### src/rtl/vend_control_multi.sv
// ---------------------------------------------------------------------------
// vend_control_multi
//
// Multi-product vending controller. Accepts two coin denominations up to a
// credit ceiling, sells NUM_ITEMS products (item k costs PRICE_STEP*(k+1)),
// pays change back as timed unit pulses and counts items sold in the current
// session (cleared when a change payout completes).
//
// Optional feature (macro VEND_BIG_CHANGE_EN):
//   defined   - change is paid in COIN_B units (change_b_pulse) while the
//               credit allows, then in COIN_A units (change_pulse).
//   undefined - only COIN_A units are paid; change_b_pulse is tied low.
//
// Handshake: every input strobe is a one-cycle pulse sampled on the rising
// clock edge; every output strobe is a registered one-cycle pulse that
// appears in the cycle after the edge that accepted or refused the event.
//
// Ports:
//   clk            in   clock, rising edge
//   a_reset        in   asynchronous, active-high reset
//   coin_a         in   small coin inserted (pulse)
//   coin_b         in   large coin inserted (pulse)
//   vend_req       in   purchase request (pulse)
//   vend_sel       in   product index, sampled with vend_req
//   change_req     in   return remaining credit (pulse)
//   credit         out  current credit
//   can_buy        out  bit k set when credit covers price of item k
//   vend_pulse     out  dispense strobe
//   vend_item      out  index dispensed, valid with vend_pulse
//   vend_denied    out  request refused strobe
//   coin_reject    out  coin returned strobe
//   change_pulse   out  one strobe per COIN_A unit returned
//   change_b_pulse out  one strobe per COIN_B unit returned
//   busy           out  high while paying change
//   sold_count     out  items vended this session, saturating
// ---------------------------------------------------------------------------
module vend_control_multi #(
    parameter int CREDIT_W     = 4,
    parameter int MAX_CREDIT   = 15,
    parameter int COIN_A       = 1,
    parameter int COIN_B       = 5,
    parameter int NUM_ITEMS    = 4,
    parameter int SEL_W        = 2,
    parameter int PRICE_STEP   = 2,
    parameter int CHANGE_TICKS = 2,
    parameter int COUNT_W      = 3
) (
    input  logic                 clk,
    input  logic                 a_reset,
    input  logic                 coin_a,
    input  logic                 coin_b,
    input  logic                 vend_req,
    input  logic [SEL_W-1:0]     vend_sel,
    input  logic                 change_req,
    output logic [CREDIT_W-1:0]  credit,
    output logic [NUM_ITEMS-1:0] can_buy,
    output logic                 vend_pulse,
    output logic [SEL_W-1:0]     vend_item,
    output logic                 vend_denied,
    output logic                 coin_reject,
    output logic                 change_pulse,
    output logic                 change_b_pulse,
    output logic                 busy,
    output logic [COUNT_W-1:0]   sold_count
);

    typedef enum logic [1:0] {
        ST_IDLE   = 2'd0,
        ST_CREDIT = 2'd1,
        ST_CHANGE = 2'd2
    } state_t;

    localparam int CW1    = CREDIT_W + 1;
    localparam int TICK_W = (CHANGE_TICKS > 1) ? $clog2(CHANGE_TICKS) : 1;

    localparam logic [TICK_W-1:0]   TICK_LAST = TICK_W'(CHANGE_TICKS - 1);
    localparam logic [CREDIT_W-1:0] CRED_A    = CREDIT_W'(COIN_A);
    localparam logic [CREDIT_W:0]   MAX_W     = CW1'(MAX_CREDIT);

    state_t              state, state_n;
    logic [TICK_W-1:0]   tick, tick_n;
    logic [CREDIT_W-1:0] credit_n;
    logic [COUNT_W-1:0]  sold_n;
    logic [SEL_W-1:0]    vend_item_n;
    logic                vend_pulse_n, vend_denied_n, coin_reject_n;
    logic                change_pulse_n, change_b_n, busy_n;

    // Coin sums carry one extra bit so an over-ceiling coin can never wrap
    // around into an apparently small credit.
    logic [CREDIT_W:0] sum_a, sum_b;
    logic [31:0]       price;
    logic              sel_ok, price_ok;

    assign sum_a    = {1'b0, credit} + CW1'(COIN_A);
    assign sum_b    = {1'b0, credit} + CW1'(COIN_B);
    assign price    = 32'(PRICE_STEP) * (32'(vend_sel) + 32'd1);
    assign sel_ok   = (32'(vend_sel) < 32'(NUM_ITEMS));
    assign price_ok = (32'(credit) >= price);

    // Affordability flags follow the credit register directly.
    always_comb begin
        can_buy = '0;
        for (int k = 0; k < NUM_ITEMS; k++) begin
            can_buy[k] = (32'(credit) >= 32'(PRICE_STEP * (k + 1)));
        end
    end

    // Next-state and registered-output logic.
    always_comb begin
        state_n        = state;
        tick_n         = tick;
        credit_n       = credit;
        sold_n         = sold_count;
        vend_item_n    = vend_item;
        vend_pulse_n   = 1'b0;
        vend_denied_n  = 1'b0;
        coin_reject_n  = 1'b0;
        change_pulse_n = 1'b0;
        change_b_n     = 1'b0;

        case (state)
            ST_IDLE, ST_CREDIT: begin
                // One event per cycle: change_req > vend_req > coin_b > coin_a.
                // A change request with no credit is not an event at all.
                if (change_req && (state == ST_CREDIT)) begin
                    state_n = ST_CHANGE;
                    tick_n  = '0;
                    if (coin_a || coin_b) begin
                        coin_reject_n = 1'b1;
                    end
                end else if (vend_req) begin
                    if (sel_ok && price_ok) begin
                        credit_n     = credit - price[CREDIT_W-1:0];
                        vend_pulse_n = 1'b1;
                        vend_item_n  = vend_sel;
                        if (sold_count != '1) begin
                            sold_n = sold_count + 1'b1;
                        end
                        state_n = (credit_n == '0) ? ST_IDLE : ST_CREDIT;
                    end else begin
                        vend_denied_n = 1'b1;
                    end
                    if (coin_a || coin_b) begin
                        coin_reject_n = 1'b1;
                    end
                end else if (coin_b) begin
                    if (sum_b <= MAX_W) begin
                        credit_n = sum_b[CREDIT_W-1:0];
                        state_n  = ST_CREDIT;
                    end else begin
                        coin_reject_n = 1'b1;
                    end
                    // A simultaneous small coin lost arbitration.
                    if (coin_a) begin
                        coin_reject_n = 1'b1;
                    end
                end else if (coin_a) begin
                    if (sum_a <= MAX_W) begin
                        credit_n = sum_a[CREDIT_W-1:0];
                        state_n  = ST_CREDIT;
                    end else begin
                        coin_reject_n = 1'b1;
                    end
                end
            end

            ST_CHANGE: begin
                if (vend_req) begin
                    vend_denied_n = 1'b1;
                end
                if (coin_a || coin_b) begin
                    coin_reject_n = 1'b1;
                end
                if (tick == TICK_LAST) begin
                    tick_n = '0;
`ifdef VEND_BIG_CHANGE_EN
                    if (32'(credit) >= 32'(COIN_B)) begin
                        change_b_n = 1'b1;
                        credit_n   = credit - CREDIT_W'(COIN_B);
                    end else begin
                        change_pulse_n = 1'b1;
                        credit_n       = (credit > CRED_A) ? (credit - CRED_A) : '0;
                    end
`else
                    change_pulse_n = 1'b1;
                    credit_n       = (credit > CRED_A) ? (credit - CRED_A) : '0;
`endif
                    // Payout complete ends the session.
                    if (credit_n == '0) begin
                        state_n = ST_IDLE;
                        sold_n  = '0;
                    end
                end else begin
                    tick_n = tick + 1'b1;
                end
            end

            default: begin
                state_n  = ST_IDLE;
                credit_n = '0;
                tick_n   = '0;
            end
        endcase

        busy_n = (state_n == ST_CHANGE);
    end

    always_ff @(posedge clk or posedge a_reset) begin
        if (a_reset) begin
            state        <= ST_IDLE;
            tick         <= '0;
            credit       <= '0;
            sold_count   <= '0;
            vend_item    <= '0;
            vend_pulse   <= 1'b0;
            vend_denied  <= 1'b0;
            coin_reject  <= 1'b0;
            change_pulse <= 1'b0;
            busy         <= 1'b0;
        end else begin
            state        <= state_n;
            tick         <= tick_n;
            credit       <= credit_n;
            sold_count   <= sold_n;
            vend_item    <= vend_item_n;
            vend_pulse   <= vend_pulse_n;
            vend_denied  <= vend_denied_n;
            coin_reject  <= coin_reject_n;
            change_pulse <= change_pulse_n;
            busy         <= busy_n;
        end
    end

`ifdef VEND_BIG_CHANGE_EN
    always_ff @(posedge clk or posedge a_reset) begin
        if (a_reset) begin
            change_b_pulse <= 1'b0;
        end else begin
            change_b_pulse <= change_b_n;
        end
    end
`else
    assign change_b_pulse = 1'b0;

    // The large-coin payout path does not exist in this build.
    logic unused_change_b;
    assign unused_change_b = change_b_n;
`endif

endmodule

### config.mk
export PLATFORM = sky130hd
export DESIGN_NAME = vend_control_multi
export DESIGN_NICKNAME = d
export VERILOG_FILES = /design/src/rtl/vend_control_multi.sv
export SDC_FILE = /design/constraint.sdc
export NUM_CORES = 1
export LEC_CHECK = 0
export CAP_MARGIN = 0
export CORE_MARGIN = 5
export CORE_UTILIZATION = 47
export CTS_CLUSTER_DIAMETER = 30
export DETAILED_ROUTE_END_ITERATION = 8
export PLACE_DENSITY = 0.85
export SYNTH_ARGS = -nofsm -noshare
export SYNTH_HDL_FRONTEND = slang
export SYNTH_SLANG_ARGS = --single-unit
### constraint.sdc
create_clock -name clk -period 2.45 [get_ports clk]
set_input_delay 0.6125 -clock clk [delete_from_list [all_inputs] [get_ports clk]]
set_output_delay 0.6125 -clock clk [all_outputs]
set_load 0.005 [all_outputs]
==> results.py <==
metrics = {
    "run_status": {
        "outcome": "finished clean",
    },
    "place": {
        "dp_slack_ns": -0.462,
        "dp_hpwl_mm": 2.38,
        "place_congestion": 0.956,
        "io_buffer_count": 25,
    },
    "flow_run": {
        "cap_violations": 0,
    },
    "timing": {
        "tightest_slew_ns": 0.665,
        "rsz0062_at_grt": "no",
        "whs_ns": 0.533,
        "period_minus_slack_ns": 2.41,
        "max_freq_mhz": 415,
        "finalHoldViolations": 0,
        "drv_slew": 0,
        "final.setup.tns_ns": 0,
        "slew_headroom_pct": 55.6,
        "finClkSkew_ns": 0.00585,
        "worst_slack_ns": 0.0408,
        "setup_viol": 0,
        "min_period_over_period_pct": 98.3,
    },
    "synthesis": {
        "synth_area_leaders": "dfrtp_1 34%, ha_1 9.9%, mux2_2 4.5%",
        "yosysUniqueCellTypes": 50,
        "synthArstFlopShare_pct": 100,
        "yosys.area.top_type": "dfrtp_1",
        "ys_seq_area_share_pct": 33.7,
        "synth_nets": 154,
        "syn_area_per_cell_um2": 9.36,
        "synthFlopType": "dfrtp_1",
        "ys_ff_latch": 17,
        "synth_edf_count": 0,
        "synth-warning-count": 0,
        "netlist_area_mm2": 0.00126,
        "yosysTopAreaCellShare_pct": 33.7,
        "syn_inst": 135,
    },
    "floorplanning": {
        "num_rows": 18,
        "die_w_um": 61.9,
        "die-area_mm2": 0.00383,
        "die_h_um": 61.9,
        "io_pins": 27,
        "core-area_mm2": 0.00252,
        "start_util_pct": 50.1,
    },
    "detailed_routing": {
        "route.detailed.drc": 0,
        "vias": 1164,
        "initialDrtViolationCount": 37,
        "drt-pass1-iter-count": 4,
        "wire_per_inst_um": 15.7,
        "viasPerCell": 5.71,
        "routed_wl_mm": 3.21,
        "ant_nets": 0,
    },
    "final_layout": {
        "layout_commonest_cell": "clkdlybuf4s50_1",
        "area_growth_pct": 34.2,
        "final_cell_mix": "22 x clkdlybuf4s50_1, 18 x buf_4, 16 x dfrtp_1",
        "fin_util_pct": 67.2,
        "drive_gt1_share_pct": 19.5,
        "diodes": 0,
        "final_nets": 194,
    },
    "global_route": {
        "antenna_found_initial": 0,
        "use_met2_pct": 30.6,
        "use_met3_pct": 2.07,
        "grt-ovfl-total": 0,
        "grt_use_total_pct": 17.7,
        "met1_usage_pct": 23.5,
        "grt_pass1_wl_mm": 5.10,
        "grt_start_max_net_pins": 18,
        "grt.busiest_layer": "met2",
        "grt_pass1_vias": 1134,
    },
    "hold_path": {
        "hold_end": "vend_item[1]$_DFFE_PP0P_",
        "hold_class": "register to register",
        "hp-start": "vend_item[1]$_DFFE_PP0P_",
        "whs_path_depth": 1,
    },
    "clock_network": {
        "clockBufferDepth": 2,
        "cts_hold_buf": 0,
        "clk_latency_ns": 0.29,
        "ctsHtreeMaxLevel": 1,
        "numCtsBuffers": 3,
        "cts_tree": "built",
        "cts_root_buf": "clkbuf_4",
        "clock-sinks": 17,
        "clk_pin_slew_worst_paths_ns": 0.11,
    },
    "power": {
        "p_leak_nw": 0.775,
        "powerDensity_mw_per_mm2": 1330,
        "power_mw": 2.26,
        "max-vdd-ir-drop_v": 0.00106,
    },
    "setup_path": {
        "critPathMaxFanout": 3,
        "cp-end-kind": "register",
        "crit_type": "input pin to register",
        "critPathArrivalTime_ns": 2.60,
        "r2r-end": "credit[3]$_DFFE_PP0P_",
        "r2r-start": "credit[1]$_DFFE_PP0P_",
        "rrSetupSlack_ns": 0.25,
        "start_kind": "input pin",
        "required_ns": 2.64,
        "r2r_cells": 8,
    },
}
[Yosys cell counts (all sizes together), types with 2 or more instances]
cell	n
dfrtp	17
inv	12
ha	10
o21ai	10
nand2	8
a21oi	7
mux2	6
nor2	5
buf	4
clkbuf	4
nand3	4
a22o	3
nand2b	3
nor3	3
o21a	3
a211oi	2
a21o	2
and2	2
o22ai	2
or3	2
xnor2	2
[worst max-delay path by stage]
stage,startpoint,to,slack (ns),cells past startpoint
global placement,vend_sel[0],credit[3]$_DFFE_PP0P_,-0.37,9
global route,vend_sel[0],vend_item[0]$_DFFE_PP0P_,0.02,9
CTS,credit[1]$_DFFE_PP0P_,can_buy[0],0.002,4
floorplan,vend_sel[0],credit[3]$_DFFE_PP0P_,0.01,9
finish,vend_sel[0],vend_item[0]$_DFFE_PP0P_,0.04,9
detailed placement,vend_sel[0],vend_item[0]$_DFFE_PP0P_,-0.46,9
[power by group]
part | leakage [nW] | switching, mW | internal (mW)
clock | 0.0150 | 0.0933 | 0.0633
sequential | 0.211 | 0.131 | 0.409
combinational | 0.550 | 0.703 | 0.861
[through the flow]
step | cells | instance area (um2)
3_3_place_gp | 198 | 1630
4_1_cts | 204 | 1680
6_report | 204 | 1700
2_1_floorplan | 135 | 1260
3_5_place_dp | 198 | 1630
5_1_grt | 204 | 1700
[area by class of cell]
cell class / count / area (um2)
clock buffer: 4 / 26.3
fill: 211 / 827
multi-input combinational: 98 / 774
inverter: 12 / 45.0
timing repair buffer: 43 / 385
sequential: 17 / 427
tap: 30 / 37.5
[worst max-delay path: stages]
cell and delay [ns]:
dlygate4sd2_1 0.29, ha_4 0.28, inv_1 0.04, ha_1 0.18, nand2b_1 0.14, o221a_1 0.23, or2_4 0.28, nand4_1 0.21
mux2_4 0.33
[what timing repair did]
item                       4_1_cts  5_1_grt
resized for setup                7        2
hold endpoints to repair         0        0
setup endpoints to repair        9        4
pin swaps                        3        0
setup buffers                    2        0
[layer usage]
layer	routed length, um	share of wire, %
met5	0	0
met3	148	4.6
met2	1570	49
met1	1470	46
met4	23	0.72
[sequential cells by signal, summed over array words and instances, names as in the netlist]
signal / cells
tick: 1
vend_pulse: 1
change_pulse: 1
state: 2
sold_count: 3
vend_item: 2
vend_denied: 1
credit: 4
busy: 1
coin_reject: 1
[kinds of logic after synthesis]
| kind of cell | after synthesis | synth area share (%) |
|---|---|---|
| adder cells (fa/ha/maj) | 11 | 11.5 |
| flip-flops | 17 | 33.7 |
| AO/OA/AOI/OAI | 43 | 25.5 |
| other | 1 | 0.297 |
| multiplexers | 7 | 6.44 |
| buffers and inverters | 20 | 7.03 |
| AND/OR/NAND/NOR | 33 | 13.5 |
| XOR/XNOR | 3 | 2.08 |
(Power assumes the default switching activity.)
